**config.mk**
```make
export PLATFORM = sky130hd
export DESIGN_NAME = score_keeper_flat
export DESIGN_NICKNAME = d
export VERILOG_FILES = /design/src/rtl/theremin_pkg.sv /design/src/rtl/score_keeper_if.sv /design/src/rtl/score_keeper_bcd_add4.sv /design/src/rtl/score_keeper.sv /design/src/flat_wrapper.sv
export SDC_FILE = /design/constraint.sdc
export NUM_CORES = 1
export LEC_CHECK = 0
export CORE_MARGIN = 2
export CORE_UTILIZATION = 45
export DETAILED_ROUTE_END_ITERATION = 8
export GPL_ROUTABILITY_DRIVEN = 1
export PLACE_DENSITY = 0.65
export SYNTH_ARGS = -nofsm -noshare
export SYNTH_HDL_FRONTEND = slang
export SYNTH_SLANG_ARGS = --single-unit
```
**constraint.sdc**
```tcl
create_clock -name clock -period 17.4 [get_ports clock]
set_clock_uncertainty 0.1 [all_clocks]
set_input_delay 3.48 -clock clock [delete_from_list [all_inputs] [get_ports clock]]
set_output_delay 3.48 -clock clock [all_outputs]
set_load 0.05 [all_outputs]
```
**src/rtl/theremin_pkg.sv**
```systemverilog
// Shared game constants, state encoding and the streak-to-multiplier rule
// used by the scoring datapath.
package theremin_pkg;

  typedef enum logic [1:0] {
    ST_IDLE    = 2'd0,
    ST_PLAYING = 2'd1,
    ST_DONE    = 2'd2
  } game_state_t;

  localparam int          MAX_SCORE     = 9999;
  localparam logic [15:0] MAX_SCORE_BCD = 16'h9999;
  localparam int          STREAK_STEP   = 8;
  localparam int          MAX_MULT      = 4;
  localparam int          STREAK_MAX    = 255;

  // One extra point per hit for every full STREAK_STEP of streak, capped.
  function automatic logic [2:0] mult_for_streak(input logic [7:0] s);
    int q;
    q = int'(s) / STREAK_STEP;
    if (q + 1 > MAX_MULT) return 3'(MAX_MULT);
    return 3'(q + 1);
  endfunction

endpackage

```
**src/rtl/score_keeper_if.sv**
```systemverilog
// Judgement inputs and scoreboard outputs of the score keeper.
interface score_keeper_if;
  logic        start;
  logic        changeScore;
  logic        addScore;
  logic        songDone;
  logic [15:0] scoreBCD;
  logic [7:0]  streak;
  logic [7:0]  bestStreak;
  logic [2:0]  multiplier;
  logic [7:0]  hitCount;
  logic        playing;
  logic        gameOver;
  logic        scoreUpdated;

  modport master (
    output start, changeScore, addScore, songDone,
    input  scoreBCD, streak, bestStreak, multiplier, hitCount,
           playing, gameOver, scoreUpdated
  );

  modport slave (
    input  start, changeScore, addScore, songDone,
    output scoreBCD, streak, bestStreak, multiplier, hitCount,
           playing, gameOver, scoreUpdated
  );
endinterface

```
**src/rtl/score_keeper_bcd_add4.sv**
```systemverilog
// Combinational 4-digit BCD adder with a small binary addend; o_sat flags
// a carry out of the thousands digit.
module bcd_add4 (
  input  logic [15:0] i_a,
  input  logic [2:0]  i_addend,
  output logic [15:0] o_sum,
  output logic        o_sat
);

  logic [4:0] w_digit;
  logic       w_carry;

  always_comb begin
    w_digit = '0;
    w_carry = 1'b0;
    o_sum   = '0;
    for (int i = 0; i < 4; i++) begin
      // Only the units digit sees the addend; higher digits see the ripple carry.
      w_digit = {1'b0, i_a[4*i +: 4]} +
                ((i == 0) ? {2'b00, i_addend} : {4'b0000, w_carry});
      if (w_digit > 5'd9) begin
        o_sum[4*i +: 4] = 4'(w_digit - 5'd10);
        w_carry         = 1'b1;
      end else begin
        o_sum[4*i +: 4] = w_digit[3:0];
        w_carry         = 1'b0;
      end
    end
    o_sat = w_carry;
  end

endmodule

```
**src/rtl/score_keeper.sv**
```systemverilog
// Game score keeper: IDLE/PLAYING/DONE control plus BCD score, streak,
// best streak, hit count and multiplier, all updated one clock after a judgement.
module score_keeper
  import theremin_pkg::*;
(
  input  logic           clock,
  input  logic           reset,
  score_keeper_if.slave  bus
);

  game_state_t r_state;
  logic [15:0] r_score;
  logic [7:0]  r_streak;
  logic [7:0]  r_best;
  logic [7:0]  r_hits;
  logic [2:0]  r_mult;
  logic        r_playing;
  logic        r_gameOver;
  logic        r_updated;

  logic [15:0] w_sum;
  logic        w_sat;
  logic [7:0]  w_new_streak;
  logic [7:0]  w_new_hits;

  bcd_add4 u_add (
    .i_a      (r_score),
    .i_addend (r_mult),
    .o_sum    (w_sum),
    .o_sat    (w_sat)
  );

  assign w_new_streak = (r_streak == 8'(STREAK_MAX)) ? r_streak : r_streak + 8'd1;
  assign w_new_hits   = (r_hits   == 8'(STREAK_MAX)) ? r_hits   : r_hits   + 8'd1;

  always_ff @(posedge clock or negedge reset) begin
    if (!reset) begin
      r_state    <= ST_IDLE;
      r_score    <= '0;
      r_streak   <= '0;
      r_best     <= '0;
      r_hits     <= '0;
      r_mult     <= 3'd1;
      r_playing  <= 1'b0;
      r_gameOver <= 1'b0;
      r_updated  <= 1'b0;
    end else begin
      r_updated <= 1'b0;
      case (r_state)
        ST_IDLE, ST_DONE: begin
          if (bus.start) begin
            r_state    <= ST_PLAYING;
            r_score    <= '0;
            r_streak   <= '0;
            r_best     <= '0;
            r_hits     <= '0;
            r_mult     <= 3'd1;
            r_playing  <= 1'b1;
            r_gameOver <= 1'b0;
          end
        end
        ST_PLAYING: begin
          // A judgement landing with songDone still counts before the game ends.
          if (bus.changeScore) begin
            r_updated <= 1'b1;
            if (bus.addScore) begin
              r_score  <= w_sat ? MAX_SCORE_BCD : w_sum;
              r_streak <= w_new_streak;
              r_hits   <= w_new_hits;
              r_mult   <= mult_for_streak(w_new_streak);
              if (w_new_streak > r_best) r_best <= w_new_streak;
            end else begin
              r_streak <= '0;
              r_mult   <= 3'd1;
            end
          end
          if (bus.songDone) begin
            r_state    <= ST_DONE;
            r_playing  <= 1'b0;
            r_gameOver <= 1'b1;
          end
        end
        default: begin
          r_state    <= ST_IDLE;
          r_playing  <= 1'b0;
          r_gameOver <= 1'b0;
        end
      endcase
    end
  end

  assign bus.scoreBCD     = r_score;
  assign bus.streak       = r_streak;
  assign bus.bestStreak   = r_best;
  assign bus.hitCount     = r_hits;
  assign bus.multiplier   = r_mult;
  assign bus.playing      = r_playing;
  assign bus.gameOver     = r_gameOver;
  assign bus.scoreUpdated = r_updated;

endmodule

```
**src/flat_wrapper.sv**
```systemverilog
// flat-port wrapper written by rule: the top's interface ports become plain ports
module score_keeper_flat import theremin_pkg::*;
  (clock, reset, bus_start, bus_changeScore, bus_addScore, bus_songDone, bus_scoreBCD, bus_streak, bus_bestStreak, bus_multiplier, bus_hitCount, bus_playing, bus_gameOver, bus_scoreUpdated);
  score_keeper_if bus_i ();
  input  logic clock;
  input  logic reset;
  input wire logic [$bits(bus_i.start)-1:0] bus_start;
  input wire logic [$bits(bus_i.changeScore)-1:0] bus_changeScore;
  input wire logic [$bits(bus_i.addScore)-1:0] bus_addScore;
  input wire logic [$bits(bus_i.songDone)-1:0] bus_songDone;
  output wire logic [$bits(bus_i.scoreBCD)-1:0] bus_scoreBCD;
  output wire logic [$bits(bus_i.streak)-1:0] bus_streak;
  output wire logic [$bits(bus_i.bestStreak)-1:0] bus_bestStreak;
  output wire logic [$bits(bus_i.multiplier)-1:0] bus_multiplier;
  output wire logic [$bits(bus_i.hitCount)-1:0] bus_hitCount;
  output wire logic [$bits(bus_i.playing)-1:0] bus_playing;
  output wire logic [$bits(bus_i.gameOver)-1:0] bus_gameOver;
  output wire logic [$bits(bus_i.scoreUpdated)-1:0] bus_scoreUpdated;
  assign bus_i.start = bus_start;
  assign bus_i.changeScore = bus_changeScore;
  assign bus_i.addScore = bus_addScore;
  assign bus_i.songDone = bus_songDone;
  assign bus_scoreBCD = bus_i.scoreBCD;
  assign bus_streak = bus_i.streak;
  assign bus_bestStreak = bus_i.bestStreak;
  assign bus_multiplier = bus_i.multiplier;
  assign bus_hitCount = bus_i.hitCount;
  assign bus_playing = bus_i.playing;
  assign bus_gameOver = bus_i.gameOver;
  assign bus_scoreUpdated = bus_i.scoreUpdated;
  score_keeper u_core (.clock(clock), .reset(reset), .bus(bus_i));
endmodule
```
# Word level (Yosys, flattened, before mapping)
# Index checks and enable logic that the tools add are counted.
# totals
register_bits,48
elab_cells,91
# op_classes
n_mux,47
addsub,11
n_eq_ne,10
reduce_logical,8
order_cmp,6
# ops
op,n
8-bit two-way mux,10
16-bit two-way mux,4
8-bit one-hot mux with 2 select lines,3
32-bit by 4-bit > comparator with 1-bit output (second input constant),1
16-bit one-hot mux with 2 select lines,1
5-bit by 4-bit > comparator with 1-bit output (second input constant),4
8-bit by 1-bit adder with 8-bit output (second input constant),2
8-bit == test (second input constant),2
4-bit two-way mux,4
4-bit subtractor (second input constant),4
4-bit by 1-bit adder with 5-bit output,3
3-bit two-way mux,5
1-bit two-way mux,14
2-bit inequality test (second input constant),5
5-bit AND reduction,2
8-bit > comparator,1
5-bit by 1-bit adder with 6-bit output (second input constant),1
3-bit one-hot mux with 2 select lines,1
4-bit by 3-bit adder with 5-bit output,1
2-bit two-way mux,2
1-bit one-hot mux with 2 select lines,2
2-bit one-hot mux with 2 select lines,1
4-bit AND reduction,1
3-bit AND reduction,1
other kinds (7),7

# Longest topological paths before layout
# Gate-level depths: netlist (run 1).
# depth
word_depth,16
mapped_depth,29

# Cells and area by module
# Synthesis (run 1) repeated with hierarchy kept, for this count alone.
# unflattened
hier_cells,426
area_unflattened_um2,3560.9
# modules_own_cells
mod,seq_area_each_um2,area_each_um2,cells_each,instances
score_keeper,1177.4,2472.4,268,1
bcd_add4,0.0,1088.5,158,1

# Worst setup path before layout (run 1)
# Ideal clock, no wire load.
# synth_timing
path_type,reg2reg
start,register u_core.r_mult[0] (netlist: u_core.bus.multiplier[0])
end,register u_core.r_score[14] (netlist: u_core.bus.scoreBCD[14])
path_stages_with_launch,28
setup_ns,0.086
n_path_buf,1
t_arrival_ns,6.031
path_slack_ns,11.183
required_ns,17.214
path_cell_list,dfstp_2 > ha_1 > inv_1 > fa_1 > nand2_1 > maj3_1 > o221ai_1 > inv_1 > ha_1 > ha_1 > nand2b_1 > mux2_2 > o21ai_0 > inv_1 > ha_1 > ha_1 > nand2b_1 > mux2_2 > o21ai_0 > inv_1 > ha_1 > ha_1 > o21a_1 > o22a_1 > clkbuf_1 > nor2_1 > nand2_1 > o21ai_0
# synth_between
elab_chain_len,16
word_cells_on_any_way,18
cone_classes,5 x add/sub; 4 x order compare; 9 x mux
# synth_lines
item,line,text
start: declaration,score_keeper.sv:16,logic [2:0] r_mult;
start signal: assignment,score_keeper.sv:70,r_mult <= mult_for_streak(w_new_streak);
4-bit by 3-bit adder with 5-bit output (*),score_keeper_bcd_add4.sv:19,"w_digit = {1'b0, i_a[4*i +: 4]} +"
5-bit by 4-bit > comparator with 1-bit output (*),score_keeper_bcd_add4.sv:21,if (w_digit > 5'd9) begin
1-bit two-way mux (*),score_keeper_bcd_add4.sv:21,
4-bit by 1-bit adder with 5-bit output (*),score_keeper_bcd_add4.sv:19,
5-bit by 4-bit > comparator with 1-bit output (*),score_keeper_bcd_add4.sv:21,
1-bit two-way mux (*),score_keeper_bcd_add4.sv:21,
4-bit by 1-bit adder with 5-bit output (*),score_keeper_bcd_add4.sv:19,
5-bit by 4-bit > comparator with 1-bit output (*),score_keeper_bcd_add4.sv:21,
1-bit two-way mux (*),score_keeper_bcd_add4.sv:21,
4-bit by 1-bit adder with 5-bit output (*),score_keeper_bcd_add4.sv:19,
4-bit subtractor / 5-bit by 4-bit > comparator with 1-bit output (equally long branches),"score_keeper_bcd_add4.sv:22, score_keeper_bcd_add4.sv:21",
4-bit two-way mux / 1-bit two-way mux (equally long branches),score_keeper_bcd_add4.sv:21,
16-bit two-way mux (*),score_keeper.sv:67,r_score <= w_sat ? MAX_SCORE_BCD : w_sum;
16-bit two-way mux (*),score_keeper.sv:66,if (bus.addScore) begin
16-bit two-way mux (*),score_keeper.sv:64,if (bus.changeScore) begin
16-bit one-hot mux with 2 select lines (*),score_keeper.sv:49,case (r_state)
end signal: assignment,score_keeper.sv:67,
end: declaration,score_keeper.sv:12,logic [15:0] r_score;
# Mark *: on every way between the ends. The rest lies on a longest branch, timed or not. The select of a mux whose other input is x is not followed.
# A chain may end at the register's enable or synchronous reset.

# Final worst setup path (run 1)
# Same ends and word-level chain as after synthesis.

==> results of run 1 <==
## placed cells by master, fill, tap and decap left out, types with 2 or more instances in the layout
cell type,count
dfrtp_1,46
nand2_1,33
o2bb2ai_1,2
nor2b_1,4
o31ai_1,2
mux2_2,10
or2_2,2
and4b_1,2
and3_1,5
clkbuf_8,6
o21a_1,4
nand3_1,13
xor2_1,9
clkdlybuf4s50_1,50
a21oi_1,16
ha_1,24
a21o_1,3
xnor2_1,6
a31oi_1,4
a311oi_1,3
or3_1,2
nor3_1,12
a211oi_1,3
inv_1,21
a32o_1,3
nor2_1,27
o21ai_0,22
nand4_1,2
mux2i_1,6
a22o_1,7
nand2b_1,8
## registers in the layout (all words and copies together), names as in the netlist
register,cells
u_core.bus.scoreBCD,16
u_core.bus.bestStreak,8
u_core.bus.hitCount,8
u_core.bus.streak,8
u_core.bus.multiplier,3
u_core.bus.gameOver,1
u_core.bus.playing,1
u_core.bus.scoreUpdated,1
u_core.r_state,1
## how the worst max path moves through the flow
stage / from / slack (ns) / to
after global placement: u_core.bus.multiplier[0] / 11.04 / u_core.bus.scoreBCD[6]
after floorplan: u_core.bus.multiplier[0] / 11.18 / u_core.bus.scoreBCD[14]
after CTS: u_core.bus.multiplier[0] / 10.74 / u_core.bus.scoreBCD[14]
after global routing: u_core.bus.multiplier[0] / 10.19 / u_core.bus.scoreBCD[14]
after detailed placement: u_core.bus.multiplier[0] / 10.75 / u_core.bus.scoreBCD[14]
final: u_core.bus.multiplier[0] / 10.76 / u_core.bus.scoreBCD[14]
## per-stage QoR
| stage | area (um^2) | total power [mW] | setup slack, ns | instances | util |
|---|---|---|---|---|---|
| final | 3764 | 0.3082 | 10.76 | 467 | 0.5570 |
| after global routing | 3764 | 0.3267 | 10.19 | 467 | 0.5570 |
| after CTS | 3764 | 0.3127 | 10.74 | 467 | 0.5570 |
| after detailed placement | 3665 | 0.2400 | 10.75 | 459 | 0.5424 |
| after global placement | 3665 | 0.2386 | 11.04 | 459 | 0.5424 |
| after floorplan | 3136 | 0.2051 | 11.18 | 342 | - |
## logic make-up after synthesis
| group | synth area share |
|---|---|
| AO/OA/AOI/OAI | 0.1732 |
| XOR/XNOR | 0.04190 |
| adder cells (fa/ha/maj) | 0.1053 |
| buffers and inverters | 0.04948 |
| flip-flops | 0.3755 |
| multiplexers | 0.05507 |
| AND/OR/NAND/NOR | 0.1995 |
## worst min-delay path: cells and delay by family, from the launching register on
kind               cells  cell delay, ns
DFF                    1            0.39
AOI/OAI and AO/OA      1            0.06
and+or+nand+nor        1            0.05
## layout make-up
type | count | area, um^2 | share of cell area
well taps | 80 | 100.1 | 0.02660
clock buffers | 6 | 82.58 | 0.02194
repair buffers | 51 | 505.5 | 0.1343
clock inverters | 2 | 16.27 | 0.004322
inverters | 21 | 78.83 | 0.02094
multi-input cells | 260 | 1803 | 0.4791
flip-flops and latches | 47 | 1177 | 0.3128
## power groups by stage
stage / sequential (mW) / combinational [mW] / clock, mW
floorplan: 0.162 / 0.0433 / 0
global placement: 0.132 / 0.107 / 0
detailed placement: 0.132 / 0.108 / 0
CTS: 0.130 / 0.109 / 0.0743
global route: 0.131 / 0.117 / 0.0784
finish: 0.130 / 0.107 / 0.0714
## layer usage
metal	share of wire	vias up	track usage
met1	0.51	1250	0.2939
met2	0.43	61	0.2948
met4	0.0080	0	0.05035
met3	0.046	5	0.03602
li1	-	1312	-
met5	0	-	0
==> flow_summary.yaml, run 1 <==
logic_synthesis:
  ys_ff_latch: 47
  ys.flop_type: "dfrtp_1"
  synth_fp_nets: 373
  synth_top_cell_by_area: "dfrtp_1"
  async_reset_ff_frac: 1.000
  syn_area_um2: 3136
  synth_top_area_frac: 0.3671
  synth-seq-area-share: 0.3755
  synth_cell_types: 60
  synth.most_common_cell: "dfrtp_1"
  synth_area_leaders: "dfrtp_1 (37%), ha_1 (9.6%), nand2_1 (4.0%)"
  netlist_instances: 342
  synth_edf_count: 0
  syn_area_per_cell_um2: 9.168
  yosysWarnings: 0
  synthTopCellsByCount: "dfrtp_1 (46), nand2_1 (33), nor2_1 (27)"
sta:
  hold_viol_final: 0
  finalHoldWorstSlack_ns: 0.4390
  finalSetupTns_ns: 0
  setup_viol: 0
  fin_crit_sh: 0.3816
  rsz0062_at_grt: "false"
  fin_crit_ns: 6.639
  tightest_slew_ns: 1.042
  slew_viol_final: 0
  max_clock_freq_mhz: 150.6
  slew_headroom: 0.3054
route:
  wirelength_mm: 7.141
  drc: 0
  ant_nets: 0
  viasPerCell: 5.627
  drt-initial-drc-count: 121
  vias: 2628
  dr.pass1.iters: 5
  wl_per_cell_um: 15.29
worst_setup_path:
  worstReg2RegStart: "u_core.bus.multiplier[0]"
  path_max_fanout: 9
  cp_slowest_stage_delay_ns: 0.61
  critPathBufInv: 4
  cp_data_arrival_time_ns: 6.77
  path_delay_family: "adder cells"
  path_common_cell: "ha_1"
  crit_slowest_cell: "fa_1"
  r2r_end: "u_core.bus.scoreBCD[14]"
  critPathRequiredTime_ns: 17.53
  worstRegToRegCells: 24
  crit_cells: 24
  r2r_slack_ns: 10.76
  crit_path_start_kind: "register"
  crit_type: "register to register"
  path_cells: "ha_1 -> inv_1 -> fa_1 -> nand2_1 -> maj3_1 -> o221ai_1 -> inv_1 -> ha_1 -> ha_1 -> mux2_2 -> o21ai_0 -> inv_1 -> ha_1 -> ha_1 -> mux2_2 -> o21ai_0 -> inv_1 -> ha_1 -> ha_1 -> o21a_1 -> o22a_1 -> nor2_1 -> nand2_1 -> o21ai_0"
  critPathCaptureType: "register"
global_routing:
  overflow: 0
  grt_usage: 0.1974
  grt_pass1_vias: 2520
  grt_max_degree: 48
  grt_pass1_wl_mm: 11.94
  antenna_found_initial: 0
power:
  power_density_nw_per_um2: 81.89
  ir_worst_vdd_mv: 0.06912
  power_frac_seq: 0.421
  p_int_mw: 0.1881
  pwr-share-clk: 0.232
  p_comb_frac: 0.347
  switching_share: 0.3895
  p_leak_nw: 1.733
  power_switching_mw: 0.1201
finish:
  areaGrowthSynthToFinish_pct: 20.03
  final_net_count: 417
  drive_above_1_share: 0.07494
  antenna_cells: 0
  fill_cells: 632
floorplanning:
  rows: 30
  boundaryPins: 52
  start_util: 0.4641
  die_w_um: 87.48
  dieArea_um2: 7652
  core_area_um2: 6756
  die_height_um: 87.48
run_status:
  status: "finished, final reports clean"
cts:
  cts_setup_buffers: 0
  cts_buffer_depth: 2
  clock_latency_ns: 0.30
  clk_pin_slew_ns: 0.10
  cts_tree: "done"
  clockRootBuffer: "clkbuf_8"
  cts_buffers: 5
  post_cts_resized: 0
  hold_buffers: 0
  cts_sinks: 47
  ctsHtreeMaxLevel: 2
run:
  cap_violations: 0
placement:
  port_buffers: 51
  routabilityCongestion: 0.8266
  hpwl_mm: 5.263
min_path:
  hold_start: "u_core.bus.playing"
  hold_depth: 2
  min_to: "u_core.bus.playing"
  hp-class: "register to register"
Note: power is estimated with default switching activity, not from simulation.
==> run 2, diff against run 1 <==
--- a/config.mk
+++ b/config.mk
@@ -9,7 +9,7 @@
 export CORE_UTILIZATION = 45
 export DETAILED_ROUTE_END_ITERATION = 8
 export GPL_ROUTABILITY_DRIVEN = 1
-export PLACE_DENSITY = 0.65
+export PLACE_DENSITY = 0.68
 export SYNTH_ARGS = -nofsm -noshare
 export SYNTH_HDL_FRONTEND = slang
 export SYNTH_SLANG_ARGS = --single-unit
==> constraint.sdc (replaced) <==
create_clock -name clock -period 6.08 [get_ports clock]
set_clock_uncertainty 0.1 [all_clocks]
set_input_delay 1.216 -clock clock [delete_from_list [all_inputs] [get_ports clock]]
set_output_delay 1.216 -clock clock [all_outputs]
set_load 0.05 [all_outputs]
==> run 2 against run 1 <==
Register-to-register slack worse by 10 ns. Sequential share of layout area is 0.90 points lower. Cell area is 3.0% higher. Sequential power grew to 2.9 times the previous value. Routed wire length is 0.27% higher. Non-clock buffer count is 3 higher. Worst setup slack worse by 10 ns. Clock power grew to 3.2 times the previous value. Critical path type unchanged. Largest cell class unchanged. Highest routed layer unchanged.
==> flow_summary.yaml, run 2 (same netlist as run 1, synthesis figures left out) <==
route:
  ant_nets: 0
  wl_per_cell_um: 15.23
  viasPerCell: 5.626
  wirelength_mm: 7.160
  drc: 0
  drt-initial-drc-count: 204
  vias: 2644
  dr.pass1.iters: 4
global_routing:
  antenna_found_initial: 0
  met3_usage: 0.03412
  grtUsageMet1: 0.3008
  grt_max_degree: 48
  grt_pass1_vias: 2432
  overflow: 0
  grt.met2_usage: 0.2906
  grt_usage: 0.1961
  grt_pass1_wl_mm: 11.97
  grt_busiest_layer: "met1"
worst_setup_path:
  critPathCaptureType: "register"
  worstReg2RegStart: "u_core.bus.multiplier[0]"
  critPathRequiredTime_ns: 6.23
  path_max_fanout: 5
  worstRegToRegCells: 27
  r2r_slack_ns: 0.37
  crit_path_start_kind: "register"
  r2r_end: "u_core.bus.scoreBCD[6]"
  cp_data_arrival_time_ns: 5.85
  crit_type: "register to register"
floorplanning:
  die_height_um: 87.48
  boundaryPins: 52
  dieArea_um2: 7652
  rows: 30
  core_area_um2: 6756
  start_util: 0.4641
  die_w_um: 87.48
placement:
  place_area_um2: 3689
  post-place-ws_ns: 0.03430
  routabilityCongestion: 0.8421
  dpl.cell_count: 461
  port_buffers: 51
  hpwl_mm: 5.221
cts:
  cts_buffers: 5
  cts_tree: "done"
  clock_latency_ns: 0.30
  cts_sinks: 47
  ctsHtreeMaxLevel: 2
  clockRootBuffer: "clkbuf_8"
  cts_buffer_depth: 2
  clk_pin_slew_ns: 0.09
finish:
  final_cell_mix: "clkdlybuf4s50_1 (50), dfrtp_1 (46), nand2_1 (33)"
  largest_reg_flops: 16
  final_common_cell: "clkdlybuf4s50_1"
  stdcell_count: 470
  stdcell_area_um2: 3875
  final_net_count: 421
  areaGrowthSynthToFinish_pct: 23.58
  drive_above_1_share: 0.1051
  antenna_cells: 0
sta:
  rsz0062_at_grt: "false"
  fin_crit_ns: 5.709
  hold_viol_final: 0
  finalSetupTns_ns: 0
  finalHoldWorstSlack_ns: 0.4340
  max_clock_freq_mhz: 175.2
  fin_crit_sh: 0.9389
  setup_viol: 0
  layout_setup_ws_ns: 0.3714
  tightest_slew_ns: 1.068
  slew_viol_final: 0
  slew_headroom: 0.2878
power:
  ir_worst_vdd_mv: 0.2041
  power_density_nw_per_um2: 235.5
  p_leak_nw: 1.741
min_path:
  hp-class: "register to register"
  min_to: "u_core.bus.playing"
  hold_start: "u_core.bus.playing"
  hold_depth: 2
run_status:
  status: "finished, final reports clean"
run:
  cap_violations: 0
[run 2: final cells by class]
class | count | area (um^2)
fill | 623 | 2882
multi-input combinational | 261 | 1872
inverter | 21 | 78.83
clock buffer | 5 | 68.82
timing repair buffer | 54 | 540.5
sequential | 47 | 1177
tap | 80 | 100.1
clock inverter | 2 | 37.54
[run 2: where the power goes]
part           switching [mW]  leakage [nW]  total, mW  internal (mW)
logic                   0.203          1.05      0.313          0.110
registers              0.0311         0.640      0.371          0.340
clock network           0.109        0.0502      0.229          0.120
[run 2: how the worst max path moves through the flow]
stage	startpoint	end	slack (ns)	depth (start not counted)
floorplan	u_core.bus.multiplier[0]	u_core.bus.scoreBCD[14]	0.02	27
global placement	u_core.bus.multiplier[0]	u_core.bus.scoreBCD[14]	0.18	25
detailed placement	u_core.bus.multiplier[0]	u_core.bus.scoreBCD[14]	0.03	25
CTS	u_core.bus.multiplier[0]	u_core.bus.scoreBCD[14]	0.007	25
global route	u_core.bus.multiplier[0]	u_core.bus.scoreBCD[6]	0.02	27
finish	u_core.bus.multiplier[0]	u_core.bus.scoreBCD[6]	0.37	27
[run 2: routing by layer]
layer	routed length [um]	part of all wire
met5	0	0
met4	57	0.0080
met3	315	0.044
met2	3203	0.45
met1	3585	0.50
[run 2: what timing repair did]
| item | 4_1_cts | 5_1_grt |
|---|---|---|
| hold buffers | 0 | 0 |
| buffers inserted | 0 | 1 |
| resized for setup | 0 | 13 |
| setup endpoints to repair | 0 | 15 |
[run 2: metrics by stage]
stage,utilization,total power [mW]
finish,0.5735,0.9127
global route,0.5735,0.9649
CTS,0.5617,0.9200
detailed placement,0.5459,0.6892
global placement,0.5459,0.6857
floorplan,-,0.5872
[run 2: worst max-delay path, stage by stage (launching register included)]
cell	delay (ns)
dfstp_2	0.54
ha_1	0.17
inv_1	0.05
fa_1	0.49
nand2_1	0.06
maj3_1	0.39
o221ai_4	0.22
inv_1	0.07
ha_1	0.22
ha_2	0.22
nand2b_1	0.16
mux2_2	0.26
o21ai_1	0.09
inv_1	0.07
ha_1	0.23
ha_2	0.22
nand2b_1	0.16
mux2_2	0.27
o21ai_2	0.09
inv_1	0.08
ha_1	0.20
ha_1	0.31
nor2_1	0.14
a21oi_2	0.07
o22a_4	0.30
nor2_4	0.18
buf_12	0.15
a32o_1	0.15
==> run 3, diff against run 2 <==
--- a/config.mk
+++ b/config.mk
@@ -5,11 +5,13 @@
 export SDC_FILE = /design/constraint.sdc
 export NUM_CORES = 1
 export LEC_CHECK = 0
+export CELL_PAD_IN_SITES_DETAIL_PLACEMENT = 1
+export CELL_PAD_IN_SITES_GLOBAL_PLACEMENT = 1
 export CORE_MARGIN = 2
-export CORE_UTILIZATION = 45
+export CORE_UTILIZATION = 37
 export DETAILED_ROUTE_END_ITERATION = 8
 export GPL_ROUTABILITY_DRIVEN = 1
-export PLACE_DENSITY = 0.68
+export PLACE_DENSITY = 0.73
 export SYNTH_ARGS = -nofsm -noshare
 export SYNTH_HDL_FRONTEND = slang
 export SYNTH_SLANG_ARGS = --single-unit
==> run 3 against run 2 <==
Combinational power up 2%. Non-clock buffer count up 4. First-iteration DRC count down 29%. Critical path type unchanged. Via count up 3.4%. Critical endpoint is now u_core.bus.scoreBCD[10]. Clock power about the same. Highest routed layer unchanged. Utilization down 9.8 points. Cell count up 6.4%. Count of clock-buffer cells in the layout up 2. Largest cell class unchanged. Critical path depth unchanged. Worst setup slack worse by 0.0015 ns. Sequential power about the same.
==> flow_summary.yaml, run 3 (same netlist as run 1, synthesis figures left out) <==
run_status:
  status: "finished, final reports clean"
finish:
  drive_above_1_share: 0.1038
  post-route-util: 0.4751
  final_net_count: 425
  ff_latch_area_um2: 1177
  final_cell_mix: "clkdlybuf4s50_1 (50), dfrtp_1 (46), nand2_1 (33)"
  final_common_cell: "clkdlybuf4s50_1"
  fill_cells: 947
  multi_input_area_um2: 1839
  stdcell_area_um2: 3904
  areaGrowthSynthToFinish_pct: 24.50
  largest_reg_flops: 16
  antenna_cells: 0
cts:
  cts_buffers: 5
  clock_latency_ns: 0.31
  clk_pin_slew_ns: 0.09
  cts_sinks: 47
  cts_buffer_depth: 2
  clockRootBuffer: "clkbuf_8"
  hold_buffers: 0
  cts_tree: "done"
  ctsHtreeMaxLevel: 2
power:
  pwr-share-clk: 0.251
  power_density_nw_per_um2: 235.8
  power_frac_seq: 0.403
  p_int_mw: 0.5752
  p_total_mw: 0.9205
  switching_share: 0.3751
  ir_worst_vdd_mv: 0.1546
  p_comb_frac: 0.346
  p_leak_nw: 1.771
  power_switching_mw: 0.3453
route:
  vias: 2735
  drc: 0
  drt-initial-drc-count: 145
  dr.pass1.iters: 4
  wirelength_mm: 8.099
  wl_per_cell_um: 16.20
  ant_nets: 0
  viasPerCell: 5.470
sta:
  hold_viol_final: 0
  slew_viol_final: 0
  slew_headroom: 0.2790
  fin_crit_ns: 5.710
  finalSetupTns_ns: 0
  setup_viol: 0
  rsz0062_at_grt: "false"
  fin_crit_sh: 0.9392
  max_clock_freq_mhz: 175.1
  tightest_slew_ns: 1.081
  layout_setup_ws_ns: 0.3699
worst_setup_path:
  path_max_fanout: 6
  worstReg2RegStart: "u_core.bus.multiplier[0]"
  critPathBufInv: 5
  r2r_slack_ns: 0.37
  cp_slowest_stage_delay_ns: 0.55
  critPathRequiredTime_ns: 6.23
  crit_path_start_kind: "register"
  path_common_cell: "ha_1"
  cp_data_arrival_time_ns: 5.86
  worstRegToRegCells: 27
  crit_type: "register to register"
  critPathCaptureType: "register"
  path_delay_family: "adder cells"
  crit_slowest_cell: "dfstp_2"
  r2r_end: "u_core.bus.scoreBCD[10]"
  worstSetupStartpoint: "u_core.bus.multiplier[0]"
floorplanning:
  boundaryPins: 52
  dieArea_um2: 9227
  die_height_um: 96.06
  die_w_um: 96.06
  core_area_um2: 8217
  rows: 33
  start_util: 0.3816
global_routing:
  grt_pass1_wl_mm: 13.77
  grt_pass1_vias: 2789
  grt_max_degree: 48
  grt_usage: 0.1888
  overflow: 0
  antenna_found_initial: 0
placement:
  place_area_um2: 3742
  post-place-ws_ns: -0.04456
  hpwl_mm: 6.025
  port_buffers: 51
  routabilityCongestion: 0.8216
min_path:
  hold_depth: 2
  hp-class: "register to register"
  min_to: "u_core.bus.playing"
  hold_start: "u_core.bus.playing"
run:
  cap_violations: 0
==> run 3: worst max path at each step <==
stage	endpoint	cells past startpoint
floorplan	u_core.bus.scoreBCD[14]	27
finish	u_core.bus.scoreBCD[10]	27
global placement	u_core.bus.scoreBCD[14]	25
detailed placement	u_core.bus.scoreBCD[14]	25
global route	u_core.bus.scoreBCD[10]	27
CTS	u_core.bus.scoreBCD[14]	25
==> run 3: through the flow <==
step,instances,hold slack (ns)
CTS,497,0.4375
finish,500,0.4322
global placement,489,0.3991
detailed placement,489,0.4037
floorplan,342,0.4141
global route,500,0.4757
==> run 3: cell type report <==
class,count,share of cell area
clock inverters,1,0.007692
multi-input cells,261,0.4712
flip-flops and latches,47,0.3016
inverters,21,0.02019
well taps,105,0.03365
clock buffers,7,0.01955
repair buffers,58,0.1462
==> run 3: what timing repair did <==
item | in CTS | in global routing
hold endpoints to repair | 0 | 0
gates resized for setup | 1 | 7
pin swaps | 0 | 2
cloned | 0 | 1
setup endpoints to repair | 1 | 15
buffers inserted | 0 | 2
==> run 3: power by group through the flow <==
stage | sequential, mW | combinational, mW | clock (mW)
after CTS | 0.371 | 0.320 | 0.242
after global placement | 0.377 | 0.313 | 0
after detailed placement | 0.377 | 0.319 | 0
final | 0.371 | 0.319 | 0.231
after global routing | 0.376 | 0.348 | 0.253
after floorplan | 0.463 | 0.124 | 0
==> run 3: routing by layer <==
layer  part of all wire  GRT usage  wire length (um)
met5                  0          0                 0
met4             0.0062    0.04286                50
met3              0.029    0.02897               233
met2               0.46     0.2986              3745
met1               0.50     0.2721              4070
==> run 3: worst reg2reg max path: stages (launching register included) <==
cell and delay, ns:
dfstp_2 0.55, ha_1 0.16, inv_1 0.05, fa_1 0.50, nand2_1 0.06, maj3_1 0.36
o221ai_2 0.19, inv_1 0.07, ha_1 0.22, ha_1 0.25, nand2b_1 0.17, mux2_2 0.26
o21ai_0 0.10, inv_1 0.11, ha_2 0.21, ha_2 0.20, nand2b_1 0.16, mux2_2 0.27
o21ai_2 0.09, inv_1 0.08, ha_1 0.20, ha_1 0.32, nor2_1 0.14, a21oi_2 0.06
o22a_2 0.32, nor2_4 0.18, buf_12 0.12, a32o_1 0.15
